## src/rtl/sweep_pkg.sv

```systemverilog
// sweep_pkg: shared types and default sizes for the sweep sequencer.
//   state_t      : sequencer FSM states (IDLE, UP, DOWN)
//   DEF_WIDTH    : default counter / bound width
//   DEF_SWEEPS_W : default width of the sweep-count field
package sweep_pkg;

    localparam int DEF_WIDTH    = 3;
    localparam int DEF_SWEEPS_W = 4;

    typedef enum logic [1:0] {
        IDLE = 2'd0,
        UP   = 2'd1,
        DOWN = 2'd2
    } state_t;

endpackage

```

## src/rtl/sweep_counter.sv

```systemverilog
// sweep_counter: loadable up/down counter datapath.
//   clk, reset : rising-edge clock, asynchronous active-high reset
//   load       : count <= data_in (wins over enable)
//   up_dn      : 1 = increment, 0 = decrement when enabled
//   enable     : advance the count by one this edge
//   data_in    : load value
//   count      : registered counter value
module sweep_counter #(
    parameter int WIDTH = 3
) (
    input  logic             clk,
    input  logic             reset,
    input  logic             load,
    input  logic             up_dn,
    input  logic             enable,
    input  logic [WIDTH-1:0] data_in,
    output logic [WIDTH-1:0] count
);

    always_ff @(posedge clk or posedge reset) begin
        if (reset)
            count <= '0;
        else if (load)
            count <= data_in;
        else if (enable)
            count <= up_dn ? count + WIDTH'(1) : count - WIDTH'(1);
    end

endmodule

```

## src/rtl/sweep_ctrl.sv

```systemverilog
// sweep_ctrl: sequences a loadable up/down counter through n lo->hi->lo sweeps
// on a single start request.
//   clk, reset   : rising-edge clock, asynchronous active-high reset
//   start        : one-cycle request, only looked at in IDLE
//   lo, hi       : sweep bounds, captured on an accepted start
//   n_sweeps     : number of sweeps, captured on an accepted start
//   hold         : freezes the run while busy
//   abort        : ends a run early (only when SWEEP_ABORT_EN is defined)
//   count        : counter value
//   dir          : 1 while counting up
//   busy         : high from start acceptance to completion
//   done         : one-cycle pulse after the completing edge
//   err          : one-cycle pulse after a rejected start
// Build option: SWEEP_ABORT_EN adds the abort input.
module sweep_ctrl
    import sweep_pkg::*;
#(
    parameter int WIDTH    = DEF_WIDTH,
    parameter int SWEEPS_W = DEF_SWEEPS_W
) (
    input  logic                clk,
    input  logic                reset,
    input  logic                start,
    input  logic [WIDTH-1:0]    lo,
    input  logic [WIDTH-1:0]    hi,
    input  logic [SWEEPS_W-1:0] n_sweeps,
    input  logic                hold,
`ifdef SWEEP_ABORT_EN
    input  logic                abort,
`endif
    output logic [WIDTH-1:0]    count,
    output logic                dir,
    output logic                busy,
    output logic                done,
    output logic                err
);

    state_t              state_q, state_d;
    logic [WIDTH-1:0]    lo_q, hi_q;
    logic [SWEEPS_W-1:0] n_q;
    logic [SWEEPS_W-1:0] sweep_q, sweep_d;
    logic                done_d, err_d;
    logic                capture;
    logic                cnt_load, cnt_up, cnt_en;
    logic                abort_i;

`ifdef SWEEP_ABORT_EN
    assign abort_i = abort;
`else
    assign abort_i = 1'b0;
`endif

    sweep_counter #(.WIDTH(WIDTH)) u_cnt (
        .clk     (clk),
        .reset   (reset),
        .load    (cnt_load),
        .up_dn   (cnt_up),
        .enable  (cnt_en),
        .data_in (lo),
        .count   (count)
    );

    // Turnaround compares look one step ahead (hi-1 / lo+1) so the edge that
    // writes the bound is also the edge that changes state. lo<hi is
    // guaranteed while busy, so neither expression can wrap.
    always_comb begin
        state_d  = state_q;
        sweep_d  = sweep_q;
        done_d   = 1'b0;
        err_d    = 1'b0;
        capture  = 1'b0;
        cnt_load = 1'b0;
        cnt_up   = 1'b0;
        cnt_en   = 1'b0;
        case (state_q)
            IDLE: begin
                if (start && !abort_i) begin
                    if (lo >= hi || n_sweeps == '0) begin
                        err_d = 1'b1;
                    end else begin
                        capture  = 1'b1;
                        cnt_load = 1'b1;
                        sweep_d  = '0;
                        state_d  = UP;
                    end
                end
            end
            UP: begin
                if (abort_i) begin
                    state_d = IDLE;
                end else if (!hold) begin
                    cnt_en = 1'b1;
                    cnt_up = 1'b1;
                    if (count == hi_q - WIDTH'(1))
                        state_d = DOWN;
                end
            end
            DOWN: begin
                if (abort_i) begin
                    state_d = IDLE;
                end else if (!hold) begin
                    cnt_en = 1'b1;
                    if (count == lo_q + WIDTH'(1)) begin
                        sweep_d = sweep_q + SWEEPS_W'(1);
                        if (sweep_q + SWEEPS_W'(1) == n_q) begin
                            state_d = IDLE;
                            done_d  = 1'b1;
                        end else begin
                            state_d = UP;
                        end
                    end
                end
            end
            default: state_d = IDLE;
        endcase
    end

    always_ff @(posedge clk or posedge reset) begin
        if (reset) begin
            state_q <= IDLE;
            sweep_q <= '0;
            lo_q    <= '0;
            hi_q    <= '0;
            n_q     <= '0;
            done    <= 1'b0;
            err     <= 1'b0;
        end else begin
            state_q <= state_d;
            sweep_q <= sweep_d;
            done    <= done_d;
            err     <= err_d;
            if (capture) begin
                lo_q <= lo;
                hi_q <= hi;
                n_q  <= n_sweeps;
            end
        end
    end

    // dir and busy are decoded from the state register, so they stay registered.
    assign dir  = (state_q == UP);
    assign busy = (state_q != IDLE);

endmodule

```

## config.mk

```make
export PLATFORM = sky130hd
export DESIGN_NAME = sweep_ctrl
export DESIGN_NICKNAME = d
export VERILOG_FILES = /design/src/rtl/sweep_pkg.sv /design/src/rtl/sweep_counter.sv /design/src/rtl/sweep_ctrl.sv
export SDC_FILE = /design/constraint.sdc
export NUM_CORES = 1
export LEC_CHECK = 0
export ABC_CLOCK_PERIOD_IN_PS = 3500
export BUFFER_PORTS_ARGS = -buffer_cell sky130_fd_sc_hd__buf_2
export CAP_MARGIN = 20
export CORE_ASPECT_RATIO = 0.8
export CORE_UTILIZATION = 59
export DETAILED_ROUTE_END_ITERATION = 6
export PLACE_DENSITY_LB_ADDON = 0.1
export SYNTH_ARGS = -nofsm -noshare
export SYNTH_HDL_FRONTEND = slang
export SYNTH_SLANG_ARGS = --single-unit
```

## constraint.sdc

```tcl
create_clock -name clk -period 3.5 [get_ports clk]
set_clock_uncertainty 0.15 [all_clocks]
set_input_delay 0.7 -clock clk [delete_from_list [all_inputs] [get_ports clk]]
set_output_delay 0.7 -clock clk [all_outputs]
set_load 0.01 [all_outputs]
```

==> metrics.csv <==
stage,metric,value,unit
synthesis,synth.distinct_cells,30,
clocking,ctsHoldBuffers,0,
drt,drc_errors,0,
placed_design,dp_hpwl,1852,µm
clocking,cts_max_path_buffers,2,
drt,dr.pass1.iters,4,
timing,finalHoldViolCount,0,
floorplan,die_h,43.66,µm
synthesis,syn_inst,116,
timing,maxSlewViolCount,0,
setup_path,path_max_fanout,13,
power,p_seq_share,36.9,%
timing,period_minus_slack,2.449,ns
setup_path,cp-start-kind,input pin,
floorplan,die_x,54.08,µm
grt,grt_use_total,24.11,%
floorplan,coreArea,1962,µm²
drt,via_per_inst,5.558,
setup_path,arrival,2.51,ns
drt,wirelength,2276,µm
power,p_clk_share,10.5,%
timing,worstMarginPinSlew,0.7952,ns
power,ir_drop,574.7,µV
clocking,numCtsBuffers,3,
finish,layout.cells.non_filler,163,
timing,fmax,408.3,MHz
synthesis,ys_seq_area_share,41.06,%
drt,route.layer.met1.wl,1189,µm
clocking,clock_latency,0.31,ns
power,p_sw_share,40.96,%
synthesis,yosys_warnings,0,
timing,setup_tns,0,ns
timing,finalSetupViolCount,0,
placed_design,port_buffers,20,
finish,n_antenna_cell,0,
drt,met2_length,990,µm
power,leakage,0.6923,nW
clocking,cts_tree,done,
power,p_int,688.4,µW
run_status,status,finished clean,
grt,grt_max_degree,22,
timing,rsz0062_at_grt,no,
placed_design,gp_congestion,0.7832,
grt,grt-ovfl-total,0,
min_path,hold_path.class,in -> async,
finish,final_nets,166,
synthesis,synth_top_area_cell,dfrtp_1,
drt,dr.first_iter.drc_count,17,
finish,drive_gt1_share,26.62,%
drt,vias,906,
synthesis,syn_avg_cell_area,11.03,µm²
clocking,cts_resized,0,
drt,antenna_left,0,
synthesis,synthesis.area,1280,µm²
timing,slew_headroom,46.93,%
floorplan,boundaryPins,21,
power,switching_power,477.6,µW
floorplan,die-area,2361,µm²
finish,post-route-util,73.28,%
timing,fin_crit_sh,69.98,%
clocking,cts.htree.levels,1,
floorplan,row_count,14,
clocking,postCtsSetupBuffers,0,
drt,top_layer,met4,
floorplan,initial_core_util,65.24,%
placed_design,placedCellCount,159,
grt,antenna_found_initial,0,
clocking,cts-root-buf,clkbuf_4,
synthesis,synth_top_cell_area_share,41.06,%
grt,grt_pass1_wl,3974,µm
timing,holdWs,0.3587,ns
job,drv_cap,0,
setup_path,cp.required,3.56,ns
clocking,cts.clk_slew.worst_paths,0.13,ns
finish,syn_to_final_growth,12.32,%
clocking,cts_sinks,21,
setup_path,crit_path_end_kind,flip-flop,
synthesis,ys_top_cells_by_area,"dfrtp_1, ha_1, mux2_2",
synthesis,syn-num-nets,142,
setup_path,critPathKind,in -> reg,
power,power_density,811.1,nW/µm²
grt,first_global_vias,904,
synthesis,synth_seq_cells,21,
drt,wl_met3,85,µm
drt,routedWlPerCell,13.96,µm
power,combPwrFrac,52.6,%
==> power groups by stage <==
| stage | sequential (mW) | clock, mW | combinational [mW] |
|---|---|---|---|
| global route | 0.444 | 0.138 | 0.684 |
| detailed placement | 0.438 | 0 | 0.614 |
| finish | 0.431 | 0.122 | 0.613 |
| global placement | 0.431 | 0 | 0.593 |
| CTS | 0.432 | 0.128 | 0.617 |
| floorplan | 0.420 | 0 | 0.479 |
==> through the flow <==
step           area, µm²  worst slack, ns  total power, mW
3_5_place_dp        1408           0.7087            1.052
2_1_floorplan       1280            1.064           0.8995
5_1_grt             1438           0.9759            1.266
6_report            1438            1.051            1.166
4_1_cts             1438            1.057            1.176
3_3_place_gp        1408           0.7798            1.024
==> placed cells by master (no fill, tap or decap), types with 2 or more instances in the layout <==
cell type,count
xnor2_1,10
mux2_1,2
nand2_1,9
xor2_1,4
a21oi_1,4
nor2b_1,2
ha_1,11
o211ai_1,2
buf_2,20
a22o_1,4
dfrtp_1,21
mux2_2,8
o21ai_0,5
nor2_1,6
inv_1,10
clkbuf_4,3
nand2b_1,2
==> routing by layer <==
layer | track usage, % | vias to the layer above
met5 | 0 | -
met4 | 4.615 | 0
met3 | 7.368 | 2
met2 | 36.05 | 23
met1 | 34.84 | 436
li1 | - | 445
==> area by class of cell <==
cell class | instances | area [µm²]
Tap cell | 24 | 30.03
Clock inverter | 1 | 7.507
Multi-Input combinational cell | 83 | 706.9
Sequential cell | 21 | 525.5
Fill cell | 156 | 524.3
Clock buffer | 3 | 22.52
Inverter | 10 | 37.54
Timing Repair Buffer | 21 | 107.6
==> sequential cells by signal, summed over array words and instances, names as in the netlist <==
register / flops
n_q: 4
sweep_q: 4
hi_q: 3
lo_q: 3
u_cnt.count: 3
state_q: 2
done: 1
err: 1
==> worst paths after layout <==
check	cells past startpoint	slack, ns	endpoint	startpoint
min reg2reg	2	0.36	hi_q[1]$_DFFE_PP0P_	hi_q[1]$_DFFE_PP0P_
max	8	1.05	lo_q[2]$_DFFE_PP0P_	lo[0]
max in group asynchronous	2	2.34	state_q[1]$_DFFE_PP0P_	reset
max reg2reg	6	1.27	state_q[1]$_DFFE_PP0P_	lo_q[0]$_DFFE_PP0P_
min in group clk	2	0.36	hi_q[1]$_DFFE_PP0P_	hi_q[1]$_DFFE_PP0P_
min	2	0.36	n_q[0]$_DFFE_PP0P_	reset
==> kinds of logic (layout without fill, tap and decap cells) <==
logic type | count (synthesis) | in the layout | synth area share [%]
xor+xnor | 15 | 15 | 11.44
flops | 21 | 21 | 41.06
buf+inv | 12 | 35 | 3.715
compound gates | 20 | 20 | 11.34
simple gates | 25 | 25 | 10.56
fa+ha+maj | 12 | 12 | 12.32
mux | 11 | 11 | 9.580
==> cell usage after synthesis <==
library cell and number:
nand2_1 9, a21oi_2 1, a21o_1 1, mux2i_1 1, xnor2_1 10, xor3_1 1, nor4_1 1, nor3b_1 1
nor2b_2 1, mux2_2 8, o21ai_0 5, o311a_1 1, a221oi_2 1, buf_2 2, nor2b_1 2, inv_1 10
a22o_1 4, fa_1 1, nor4_4 1, nor3_1 1, nand3_1 1, mux2_1 2, nor2_1 6, ha_1 11
dfrtp_1 21, a311oi_1 1, nand2b_1 2, xor2_1 4, a21oi_1 4, o211ai_1 2
==> critical path, cell delays in order <==
cell and delay (ns):
buf_2 0.08, inv_1 0.05, ha_1 0.26, nand2b_1 0.09, a21oi_1 0.09, o211ai_1 0.59
buf_4 0.30, mux2_2 0.35
(Power assumes the default switching activity.)
